==> src/rtl/gat_pkg.sv <==
// Shared GAT weight-path definitions: W dimensions, row/index typedefs and the
// row-fetcher FSM state encoding.
package gat_pkg;

  localparam int W_NUM_OF_ROWS = 1433;
  localparam int W_NUM_OF_COLS = 16;
  localparam int W_DATA_WIDTH  = 8;
  localparam int W_ROW_IDX_W   = $clog2(W_NUM_OF_ROWS);

  typedef enum logic [1:0] {
    ST_WAIT_W = 2'd0,
    ST_RUN    = 2'd1,
    ST_DRAIN  = 2'd2
  } fetch_state_e;

  typedef logic [W_ROW_IDX_W-1:0]                 w_row_idx_t;
  typedef logic [W_NUM_OF_COLS*W_DATA_WIDTH-1:0]  w_row_t;

endpackage

==> src/rtl/w_row_fetcher_fifo.sv <==
// First-word-fall-through synchronous FIFO with wrap-bit pointers
// (pointer range 0..2*DEPTH-1, so DEPTH need not be a power of two).
module sync_fifo #(
  parameter  int WIDTH = 8,
  parameter  int DEPTH = 4,
  localparam int CW    = $clog2(DEPTH + 1)
) (
  input  logic             clk,
  input  logic             rst,
  input  logic             i_push,
  input  logic [WIDTH-1:0] i_din,
  input  logic             i_pop,
  output logic [WIDTH-1:0] o_dout,
  output logic             o_empty,
  output logic [CW-1:0]    o_count
);

  localparam int AW = (DEPTH > 1) ? $clog2(DEPTH) : 1;
  localparam int PW = AW + 1;

  function automatic logic [PW-1:0] ptr_inc(input logic [PW-1:0] p);
    if (p == PW'(2 * DEPTH - 1)) return '0;
    else                         return p + PW'(1);
  endfunction

  function automatic logic [AW-1:0] ptr_idx(input logic [PW-1:0] p);
    if (p >= PW'(DEPTH)) return AW'(p - PW'(DEPTH));
    else                 return AW'(p);
  endfunction

  logic [WIDTH-1:0] r_mem [DEPTH];
  logic [PW-1:0]    r_wr_ptr;
  logic [PW-1:0]    r_rd_ptr;
  logic [CW-1:0]    r_count;
  logic             w_full;
  logic             w_do_push;
  logic             w_do_pop;

  assign o_empty   = (r_wr_ptr == r_rd_ptr);
  assign w_full    = (ptr_idx(r_wr_ptr) == ptr_idx(r_rd_ptr)) && !o_empty;
  assign w_do_pop  = i_pop && !o_empty;
  // A push into a full FIFO is still legal when the head leaves the same cycle.
  assign w_do_push = i_push && (!w_full || w_do_pop);
  assign o_dout    = r_mem[ptr_idx(r_rd_ptr)];
  assign o_count   = r_count;

  always_ff @(posedge clk) begin
    if (w_do_push) r_mem[ptr_idx(r_wr_ptr)] <= i_din;
  end

  always_ff @(posedge clk) begin
    if (rst) begin
      r_wr_ptr <= '0;
      r_rd_ptr <= '0;
      r_count  <= '0;
    end else begin
      if (w_do_push) r_wr_ptr <= ptr_inc(r_wr_ptr);
      if (w_do_pop)  r_rd_ptr <= ptr_inc(r_rd_ptr);
      case ({w_do_push, w_do_pop})
        2'b10:   r_count <= r_count + CW'(1);
        2'b01:   r_count <= r_count - CW'(1);
        default: r_count <= r_count;
      endcase
    end
  end

endmodule

==> src/rtl/w_row_fetcher.sv <==
// Reads one W row from the column BRAMs per request and buffers it for the SPMM path.
// Optional macro W_ROW_FETCH_RANGE_CHECK_EN: out-of-range rows return zeros and set err_o.
module w_row_fetcher
  import gat_pkg::*;
#(
  parameter  int DATA_WIDTH      = W_DATA_WIDTH,
  parameter  int NUM_FEATURE_IN  = W_NUM_OF_ROWS,
  parameter  int NUM_FEATURE_OUT = W_NUM_OF_COLS,
  parameter  int BRAM_LAT        = 2,
  parameter  int TAG_WIDTH       = 9,
  localparam int W_ROW_WIDTH     = $clog2(NUM_FEATURE_IN),
  localparam int FIFO_DEPTH      = BRAM_LAT + 2
) (
  input  logic                                   clk,
  input  logic                                   rst,
  input  logic                                   w_rdy_i,
  input  logic                                   req_vld_i,
  output logic                                   req_rdy_o,
  input  logic [W_ROW_WIDTH-1:0]                 req_row_i,
  input  logic [TAG_WIDTH-1:0]                   req_tag_i,
  output logic [NUM_FEATURE_OUT*W_ROW_WIDTH-1:0] mult_wgt_addrb_flat,
  input  logic [NUM_FEATURE_OUT*DATA_WIDTH-1:0]  mult_wgt_dout_flat,
  output logic                                   rsp_vld_o,
  input  logic                                   rsp_rdy_i,
  output logic [NUM_FEATURE_OUT*DATA_WIDTH-1:0]  rsp_row_o,
  output logic [TAG_WIDTH-1:0]                   rsp_tag_o,
  output logic                                   idle_o
`ifdef W_ROW_FETCH_RANGE_CHECK_EN
  ,
  output logic                                   err_o
`endif
);

  localparam int ROW_BITS = NUM_FEATURE_OUT * DATA_WIDTH;
  localparam int CNT_W    = $clog2(FIFO_DEPTH + 1);
  localparam int FW       = ROW_BITS + TAG_WIDTH;

  fetch_state_e             r_state;
  fetch_state_e             w_state_nxt;
  logic [W_ROW_WIDTH-1:0]   r_addr;
  logic [BRAM_LAT-1:0]      r_pipe_vld;
  logic [TAG_WIDTH-1:0]     r_pipe_tag [BRAM_LAT];
  logic [CNT_W-1:0]         r_inflight;
  logic [CNT_W-1:0]         w_fifo_count;
  logic                     w_fifo_empty;
  logic [FW-1:0]            w_fifo_dout;
  logic [ROW_BITS-1:0]      w_push_row;
  logic                     w_acc;
  logic                     w_push;
  logic                     w_pop;
  logic                     w_credit_ok;
  logic                     w_oor;

  always_ff @(posedge clk) begin
    if (rst) r_state <= ST_WAIT_W;
    else     r_state <= w_state_nxt;
  end

  always_comb begin
    w_state_nxt = r_state;
    case (r_state)
      ST_WAIT_W: begin
        if (w_rdy_i) w_state_nxt = ST_RUN;
        else         w_state_nxt = ST_WAIT_W;
      end
      ST_RUN: begin
        if (!w_rdy_i) w_state_nxt = ST_DRAIN;
        else          w_state_nxt = ST_RUN;
      end
      ST_DRAIN: begin
        if ((r_inflight == '0) && (w_fifo_count == '0)) w_state_nxt = ST_WAIT_W;
        else                                            w_state_nxt = ST_DRAIN;
      end
      default: w_state_nxt = ST_WAIT_W;
    endcase
  end

  // Credit: every issued read already owns a FIFO slot, so BRAM reads never stall.
  assign w_credit_ok = ({1'b0, r_inflight} + {1'b0, w_fifo_count}) < (CNT_W + 1)'(FIFO_DEPTH);
  assign req_rdy_o   = (r_state == ST_RUN) && (w_state_nxt == ST_RUN) && w_credit_ok;
  assign w_acc       = req_vld_i && req_rdy_o;
  assign w_push      = r_pipe_vld[BRAM_LAT-1];
  assign rsp_vld_o   = !w_fifo_empty;
  assign w_pop       = rsp_vld_o && rsp_rdy_i;

`ifdef W_ROW_FETCH_RANGE_CHECK_EN
  logic [BRAM_LAT-1:0] r_pipe_oor;
  logic                r_err;

  assign w_oor      = ({1'b0, req_row_i} >= (W_ROW_WIDTH + 1)'(NUM_FEATURE_IN));
  assign w_push_row = r_pipe_oor[BRAM_LAT-1] ? '0 : mult_wgt_dout_flat;
  assign err_o      = r_err;

  always_ff @(posedge clk) begin
    if (rst) begin
      r_pipe_oor <= '0;
      r_err      <= 1'b0;
    end else begin
      r_pipe_oor[0] <= w_oor;
      for (int i = 1; i < BRAM_LAT; i++) r_pipe_oor[i] <= r_pipe_oor[i-1];
      if (w_acc && w_oor) r_err <= 1'b1;
    end
  end
`else
  assign w_oor      = 1'b0;
  assign w_push_row = mult_wgt_dout_flat;
`endif

  always_ff @(posedge clk) begin
    if (rst)                    r_addr <= '0;
    else if (w_acc && !w_oor)   r_addr <= req_row_i;
  end

  assign mult_wgt_addrb_flat = {NUM_FEATURE_OUT{r_addr}};

  always_ff @(posedge clk) begin
    if (rst) begin
      r_pipe_vld <= '0;
      for (int i = 0; i < BRAM_LAT; i++) r_pipe_tag[i] <= '0;
    end else begin
      r_pipe_vld[0] <= w_acc;
      r_pipe_tag[0] <= req_tag_i;
      for (int i = 1; i < BRAM_LAT; i++) begin
        r_pipe_vld[i] <= r_pipe_vld[i-1];
        r_pipe_tag[i] <= r_pipe_tag[i-1];
      end
    end
  end

  always_ff @(posedge clk) begin
    if (rst) begin
      r_inflight <= '0;
    end else begin
      case ({w_acc, w_push})
        2'b10:   r_inflight <= r_inflight + CNT_W'(1);
        2'b01:   r_inflight <= r_inflight - CNT_W'(1);
        default: r_inflight <= r_inflight;
      endcase
    end
  end

  sync_fifo #(
    .WIDTH (FW),
    .DEPTH (FIFO_DEPTH)
  ) u_rsp_fifo (
    .clk     (clk),
    .rst     (rst),
    .i_push  (w_push),
    .i_din   ({w_push_row, r_pipe_tag[BRAM_LAT-1]}),
    .i_pop   (w_pop),
    .o_dout  (w_fifo_dout),
    .o_empty (w_fifo_empty),
    .o_count (w_fifo_count)
  );

  // Stale FIFO storage is masked so an empty buffer always presents zeros.
  assign rsp_row_o = w_fifo_empty ? '0 : w_fifo_dout[FW-1:TAG_WIDTH];
  assign rsp_tag_o = w_fifo_empty ? '0 : w_fifo_dout[TAG_WIDTH-1:0];
  assign idle_o    = (r_inflight == '0) && w_fifo_empty;

endmodule

==> config.mk <==
export PLATFORM = sky130hd
export DESIGN_NAME = w_row_fetcher
export DESIGN_NICKNAME = d
export VERILOG_FILES = /design/src/rtl/gat_pkg.sv /design/src/rtl/w_row_fetcher_fifo.sv /design/src/rtl/w_row_fetcher.sv
export SDC_FILE = /design/constraint.sdc
export NUM_CORES = 1
export LEC_CHECK = 0
export CORE_UTILIZATION = 56
export DETAILED_ROUTE_END_ITERATION = 10
export PLACE_DENSITY = 0.85
export SYNTH_ARGS = -nofsm -noshare
export SYNTH_HDL_FRONTEND = slang
export SYNTH_SLANG_ARGS = --single-unit
==> constraint.sdc <==
create_clock -name clk -period 8.4 [get_ports clk]
set_input_delay 1.26 -clock clk [delete_from_list [all_inputs] [get_ports clk]]
set_output_delay 1.26 -clock clk [all_outputs]
set_load 0.02 [all_outputs]
After elaboration in Yosys (flattened, before gate mapping)
Memories as Yosys holds them, arrays and structs flattened. Index checks and enable logic that the tools add are counted.

Divide/modulo/power cells: 0. Equal/unequal tests: 11. Shift operators: 0. Mux-type cells: 20. Bitwise operators: 2. Multipliers: 0. Reductions and logical operators: 17. $add $sub $neg: 9. Order comparisons: 3.

Operators with widths (count): two-way mux 128 bit (1); two-way mux 9 bit (3); adder 3 x 1 -> 3 bit (second input constant) (4); one-hot mux 3 bit (2 select lines) (2); two-way mux 2 bit (5); logical AND 1 bit (9); equality test 2 x 1 -> 1 bit (second input constant) (4); equality test 2 bit (second input constant) (3); equality test 3 bit (second input constant) (2); greater-or-equal comparator 3 bit (second input constant) (2); logical NOT 3 bit (2); two-way mux 1 bit (6); two-way mux 3 bit (2); one-hot mux 2 bit (3 select lines) (1); subtractor 3 x 1 -> 3 bit (second input constant) (2); adder 3 x 3 -> 4 bit (1); < comparator 4 x 3 -> 1 bit (second input constant) (1); nonzero test 2 bit (2); subtractor 2 x 1 -> 2 bit (second input constant) (2); equality test 3 bit (1); equality test 2 bit (1); logical NOT 1 bit (2); logical NOT 2 bit (1); OR 1 bit (2); logical OR 1 bit (1).

Bits in writable memories: 566. Latch bits: 0. Bits in read-only memories: 0. Flip-flop bits (word level): 27. Word-level logic and storage cells: 71. Memories: 2.

Memory list: u_rsp_fifo.r_mem (words 4, width 137, rd ports 1, clocked after memory_dff 0, write ports 1, RTL line w_row_fetcher_fifo.sv:31) `logic [WIDTH-1:0] r_mem [DEPTH];`; r_pipe_tag (words 2, width 9, rd ports 2, clocked after memory_dff 0, write ports 2, RTL line w_row_fetcher.sv:42) `logic [TAG_WIDTH-1:0] r_pipe_tag [BRAM_LAT];`.

Logic depth before layout (Yosys ltp)
Gate-level depths: netlist of the first run.

Word-level depth: 10. Gate-level depth with buffers: 12.

By module
Synthesis of the first run repeated with hierarchy kept, for this count alone.

Cells, all modules: 1229. Area, all modules: 23885.4 um^2.

By module, submodules not included: sync_fifo (cells an instance 783, area an instance 20343.3 um^2, seq. area each 16676.0 um^2, instances 1); w_row_fetcher (cells an instance 446, area an instance 3542.1 um^2, seq. area each 720.7 um^2, instances 1).

Least setup slack after synthesis of the first run
OpenSTA, ideal clock, no wires.

Kind: input to register. From: in rsp_rdy_i. To: mem u_rsp_fifo.r_mem[1][0] (netlist name) (enable). Library setup time: 0.513 ns. Slack: 3.119 ns. Buffers on the path: 0. Stages: 3. Arrival time: 4.768 ns. Required time: 7.887 ns. Path through: inv_1 -> a41oi_4 -> and2_1.

Cells in the longest elaborated chain, start to end: 6.

Ends and longest elaborated chain: from (decl) (RTL line w_row_fetcher.sv:24) `input logic rsp_rdy_i,`; logical AND 1 bit (RTL line w_row_fetcher.sv:84) `assign w_pop = rsp_vld_o && rsp_rdy_i;`; logical AND 1 bit (RTL line w_row_fetcher_fifo.sv:41) `assign w_do_pop = i_pop && !o_empty;`; logical OR 1 bit (RTL line w_row_fetcher_fifo.sv:43) `assign w_do_push = i_push && (!w_full || w_do_pop);`; logical AND 1 bit (RTL line w_row_fetcher_fifo.sv:43); two-way mux 1 bit (RTL line w_row_fetcher_fifo.sv:48) `if (w_do_push) r_mem[ptr_idx(r_wr_ptr)] <= i_din;`; two-way mux 1 bit (implied by the code) (RTL line w_row_fetcher_fifo.sv:48); to (decl) (RTL line w_row_fetcher_fifo.sv:31).

No other way between the ends.

==> metrics.md, run 1 <==
| Metric | Value |
|---|---|
| Status | completed |
| Synthesis Warnings | 0 |
| Cell with the most instances after synthesis | edfxtp_1 |
| Slew HR | 20.1% |
| Fin crit period | 5.20 ns |
| Required @ worst endpoint | 7.14 ns |
| Total setup buffers inserted after CTS | 0 |
| First-pass GRT wire length | 73,900 um |
| Hold bufs inserted after CTS | 0 |
| Setup CP Type | reg2out |
| Core area | 42,100 um^2 |
| Worst path cell trace | buf_4 > mux4_2 > and2_1 > clkdlybuf4s50_1 |
| Synth top area share | 68.6% |
| Reg-to-Reg End | u_rsp_fifo.r_mem[0][98] |
| Critical R2R Launch | u_rsp_fifo.r_wr_ptr[0] |
| Total grt overflow | 0 |
| CP max stage delay | 1.02 ns |
| Final setup vio count | 0 |
| FF+latch count, synth | 595 |
| Share of layout cells above drive strength 1 | 15.1% |
| Antenna violations before repair | 7 |
| CP max-delay cell | dfxtp_4 |
| Post_cts resized | 0 |
| Final #Nets | 1,708 |
| Die ar. | 43,700 um^2 |
| Die width | 209 um |
| Worst setup SP type | flop |
| Hold endpoint | r_pipe_tag[0][14] |
| Cell Area, Synth | 24,000 um^2 |
| Cell accounting for the most synthesized area | edfxtp_1 |
| Boundary Pins | 469 |
| CP Data Arrival Time | 3.94 ns |
| Synth unique cells | 33 |
| PortBufs | 468 |
| Hpwl dp | 30,200 um |
| PwrDens | 201 nW/um^2 |
| Most frequent cells after synthesis | 548 x edfxtp_1, 166 x buf_4, 141 x and2_1 |
| DRT iter0 DRCs | 855 |
| Vias after detailed routing | 11,900 |
| Hold path startpoint | r_pipe_tag[0][5] |
| CTS tree | yes |
| H-tree levels | 2 |
| Detailed-route DRC error count | 0 |
| Reg clk slew, reported paths | 0.06 ns |
| Clock Tree Root | clkbuf_16 |
| Setup TNS | 0 ns |
| Multi-input gate area | 4960 um^2 |
| Worst-Skew Late Latency | 0.59 ns |
| EDFF count, synth | 548 |
| Clk buf depth | 3 |
| Actual slew at the worst max-slew pin | 1.20 ns |
| Top post-synthesis cells by area | edfxtp_1 69%, mux4_2 13%, buf_4 5.2% |
| Pre-Repair DR Iteration Count | 5 |
| Sink Count | 595 |
| Number of global-route vias before repair | 12,500 |
| Syn Inst Count | 1,226 |
| Register Area | 17,400 um^2 |
| Max-cap viol count | 0 |
| Syn Area/Cell | 19.6 um^2 |
| Final cell count without fillers | 2,130 |
| FMAX | 192 MHz |
| Num CTS Buffers | 55 |
| Gpl congestion | 0.732 |
| Power consumption | 5970 uW |
| Total track usage | 22.9% |
| Largest net degree at the start of global routing | 118 |
| WL final | 50,400 um |
| Hold WC Path Type | reg2reg |
| Crit Path Max Fanout | 71 |
| Initial Utilization | 56.9% |
| Delay-heaviest family, CP | buffers and inverters |
| Register area share after synthesis | 72.5% |
| RSZ-0062 raised after global routing | false |
| Post-Place Cells | 2,024 |
| Flop2flop setup slack | 5.04 ns |
| Buf/Inv on CP | 2 |
| Final Cycle Share | 61.9% |
| Vias per cell | 5.59 |
| Max VDD drop | 0.163 mV |
| Async S/R FF share, synth | 0% |
| Register-to-Register Path Depth | 4 |
| Skew final | 0.0248 ns |
| Leakage power | 0.00937 uW |
| P&R area growth vs syn | 23.6% |
| Post-DP Area | 27,900 um^2 |
| Antenna viol nets, final | 0 |
| Endpoint class of the critical path | primary output |
| Syn_nets | 1,392 |
| Max Slew Vio Count | 0 |
| Final hold viol count | 0 |
| Std cell rows | 75 |
| Top FF cell, synth | edfxtp_1 |
| Post-route cell area | 29,600 um^2 |
| Avg WL per Cell | 23.7 um |
| Fillcell total | 2,498 |
| Die span in y | 209 um |
| Cell depth of the worst hold path | 1 |
## per-stage QoR
stage / worst slack, ns / utilization, % / hold slack (ns)
after floorplan: 3.12 / - / 0.414
after global placement: 3.82 / 66.1 / 0.419
after detailed placement: 3.83 / 66.1 / 0.428
after CTS: 3.19 / 70.3 / 0.449
after global routing: 3.08 / 70.4 / 0.466
final: 3.20 / 70.4 / 0.447
## cell families (layout without fill, tap and decap cells)
kind of cell             after synthesis  count (layout)  synth area share, %
multiplexers                         154             154                 13.6
AO/OA/AOI/OAI                         10              10                0.386
AND/OR/NAND/NOR                      215             215                 5.53
adder cells (fa/ha/maj)               13              13                0.741
other                                  0               4                    0
flip-flops                           595             595                 72.5
buffers and inverters                231             592                 6.86
XOR/XNOR                               8               8                0.355
## cell type report
| type | count | share of cell area (%) |
|---|---|---|
| clock buffers | 62 | 4.95 |
| clock inverters | 40 | 1.08 |
| flip-flops and latches | 595 | 58.7 |
| inverters | 12 | 0.152 |
| repair buffers | 478 | 16.1 |
| diodes | 4 | 0.0338 |
| multi-input cells | 400 | 16.7 |
| well taps | 539 | 2.27 |
## per-layer routing
| layer | global-route usage [%] | share of wire (%) | up-vias | wire (um) |
|---|---|---|---|---|
| li1 | - | - | 5175 | - |
| met1 | 27.9 | 38 | 6157 | 19000 |
| met2 | 40.4 | 53 | 493 | 27000 |
| met3 | 5.09 | 6.4 | 79 | 3210 |
| met4 | 7.58 | 2.5 | 6 | 1260 |
| met5 | 0 | 0.069 | - | 35 |
## placed cells by master, fill, tap and decap left out, types with 11 or more instances in the layout
| master | n |
|---|---|
| dfxtp_1 | 45 |
| mux2i_1 | 15 |
| clkinv_1 | 17 |
| clkdlybuf4s50_1 | 468 |
| and2_1 | 137 |
| inv_1 | 12 |
| nand2b_1 | 30 |
| nor2b_1 | 24 |
| ha_1 | 11 |
| clkinv_2 | 12 |
| edfxtp_1 | 548 |
| mux4_2 | 137 |
| clkbuf_16 | 58 |
## worst max path at each step
stage	to	cells after the start	slack, ns
2_1_floorplan	u_rsp_fifo.r_mem[1][0]	3	3.12
3_3_place_gp	u_rsp_fifo.r_mem[0][101]	5	3.82
3_5_place_dp	u_rsp_fifo.r_mem[0][101]	5	3.83
4_1_cts	rsp_row_o[37]	4	3.19
5_1_grt	rsp_row_o[37]	4	3.08
6_report	rsp_row_o[37]	4	3.20
## power breakdown
group          leakage, uW  total, uW  internal, uW  switching (uW)
combinational      0.00319        274           147             126
sequential         0.00531       3250          3240            11.9
clock             0.000869       2450          1400            1040
## sequential cells by signal, indices dropped and copies added (netlist names), named ones only
signal	cells
u_rsp_fifo.r_mem	548
r_pipe_tag	18
r_addr	11
r_inflight	3
u_rsp_fifo.o_count	3
u_rsp_fifo.r_rd_ptr	3
u_rsp_fifo.r_wr_ptr	3
r_pipe_vld	2
r_state	2
## worst register-to-register path: cells and delay by family, from the launching register on
| family | cells | cell delay, ns |
|---|---|---|
| and+or+nand+nor | 1 | 0.85 |
| AOI/OAI and AO/OA | 1 | 0.39 |
| xor gates and xnor gates | 1 | 0.19 |
| DFF | 1 | 0.45 |
| buffers and inverters | 1 | 0.96 |
(Power assumes the default switching activity.)
==> run 2, diff against run 1 <==
- CORE_UTILIZATION: 56 -> 47
- PLACE_DENSITY: 0.85 -> 0.76
- clock period: 8.4 -> 4.4 ns (I/O delays scaled with it)
==> run 2 against run 1 <==
Wire length fell by 4.7%. Setup slack worse by 2.6 ns. Die area is 19% higher. Clock skew is 0.0074 ns lower. Core utilization decreased by 10 points. Critical path depth up 1. Clock power grew 98%. Hold slack got worse by 0.0098 ns.
==> metrics.md, run 2 (same netlist as run 1, synthesis figures left out) <==
| Metric | Value |
|---|---|
| Status | completed |
| Multi-input gate area | 4960 um^2 |
| Hold WC Path Type | reg2reg |
| Power consumption | 11,600 uW |
| CP max-delay cell | clkdlybuf4s50_1 |
| Setup CP Type | reg2out |
| Num CTS Buffers | 56 |
| CTS tree | yes |
| Skew final | 0.0174 ns |
| Leakage power | 0.00952 uW |
| Share of layout cells above drive strength 1 | 16.1% |
| Detailed-route DRC error count | 0 |
| Sink Count | 595 |
| CP Data Arrival Time | 3.12 ns |
| FMAX | 265 MHz |
| Vias after detailed routing | 11,700 |
| Post-route cell area | 30,200 um^2 |
| Avg WL per Cell | 21.1 um |
| P&R area growth vs syn | 25.7% |
| Antenna viol nets, final | 0 |
| PwrDens | 384 nW/um^2 |
| Antenna violations before repair | 5 |
| Final setup vio count | 0 |
| Boundary Pins | 469 |
| Commonest non-fill, non-tap cells in the layout | 548 x edfxtp_1, 467 x clkdlybuf4s50_1, 137 x mux4_2, 137 x and2_1, 57 x clkbuf_16 |
| Die width | 228 um |
| Actual slew at the worst max-slew pin | 0.819 ns |
| Slew HR | 45.4% |
| Vias per cell | 5.15 |
| Hpwl dp | 29,900 um |
| Worst path cell trace | xnor2_2 > nand3_4 > buf_4 > and2_1 > clkdlybuf4s50_1 |
| Pre-Repair DR Iteration Count | 5 |
| Register Area | 17,400 um^2 |
| RSZ-0062 raised after global routing | false |
| Buf/Inv on CP | 2 |
| Largest register FFs | 548 |
| PortBufs | 468 |
| Final #Nets | 1,720 |
| Max VDD drop | 0.290 mV |
| Commonest non-fill, non-tap cell in the layout | edfxtp_1 |
| Core area | 50,300 um^2 |
| Final Cycle Share | 85.8% |
| Top reg by flops | u_rsp_fifo.r_mem |
| First-pass GRT wire length | 72,700 um |
| Post_cts resized | 0 |
| Worst setup SP type | flop |
| Endpoint class of the critical path | primary output |
| H-tree levels | 2 |
| Largest net degree at the start of global routing | 91 |
| Post-DP Area | 28,300 um^2 |
| Largest registers | u_rsp_fifo.r_mem (548), r_pipe_tag (18), r_addr (11) |
| Final hold viol count | 0 |
| Hold bufs inserted after CTS | 0 |
| CP max stage delay | 0.67 ns |
| Worst-Skew Late Latency | 0.59 ns |
| Delay-heaviest family, CP | buffers and inverters |
| Max-cap viol count | 0 |
| Max Slew Vio Count | 0 |
| Reg clk slew, reported paths | 0.06 ns |
| Initial Utilization | 47.7% |
| Fin crit period | 3.78 ns |
| Total setup buffers inserted after CTS | 0 |
| Die span in y | 228 um |
| Setup TNS | 0 ns |
| Std cell rows | 82 |
| Total grt overflow | 0 |
| Required @ worst endpoint | 3.74 ns |
| Total track usage | 18.5% |
| Crit Path Max Fanout | 90 |
| Fillcell total | 3,598 |
| Gpl congestion | 0.744 |
| Number of global-route vias before repair | 12,400 |
| WL final | 48,100 um |
| Die ar. | 51,900 um^2 |
| Clock Tree Root | clkbuf_16 |
| Clk buf depth | 3 |
| DRT iter0 DRCs | 691 |
-- run 2: through the flow --
step	hold WS, ns	worst slack, ns	utilization (%)	std cells
after floorplan	0.414	1.24	-	1226
after global placement	0.418	1.17	56.2	2168
after detailed placement	0.427	1.15	56.2	2168
after CTS	0.442	0.502	60.0	2271
after global routing	0.453	0.433	60.0	2273
final	0.438	0.625	60.0	2273
-- run 2: worst paths after layout --
kind,slack [ns],from,cells past startpoint,end
max reg2reg,1.72,u_rsp_fifo.o_count[2],11,r_inflight[2]
max,0.62,u_rsp_fifo.r_wr_ptr[1],5,rsp_row_o[13]
min reg2reg,0.44,r_pipe_vld[0],1,r_pipe_vld[1]
min,0.44,r_pipe_vld[0],1,r_pipe_vld[1]
-- run 2: final cells by class --
class                      count  area share [%]
tap                          672            2.79
clock buffer                  70            5.06
sequential                   595            57.7
timing repair buffer         489            16.6
antenna                        2          0.0166
clock inverter                33            1.20
multi-input combinational    400            16.4
inverter                      12           0.149
-- run 2: routing by layer --
metal	GRT usage [%]	vias to the layer above	part of all wire (%)
met2	33.0	456	53
li1	-	5215	-
met3	3.33	83	5.2
met5	0	-	0.056
met1	22.6	5949	39
met4	6.56	4	2.9
-- run 2: where the power goes --
| part | total [uW] | leakage (uW) | switching (uW) | internal, uW |
|---|---|---|---|---|
| Sequential | 6210 | 0.00531 | 22.4 | 6190 |
| Clock | 4860 | 0.000918 | 1990 | 2870 |
| Combinational | 515 | 0.00329 | 230 | 285 |
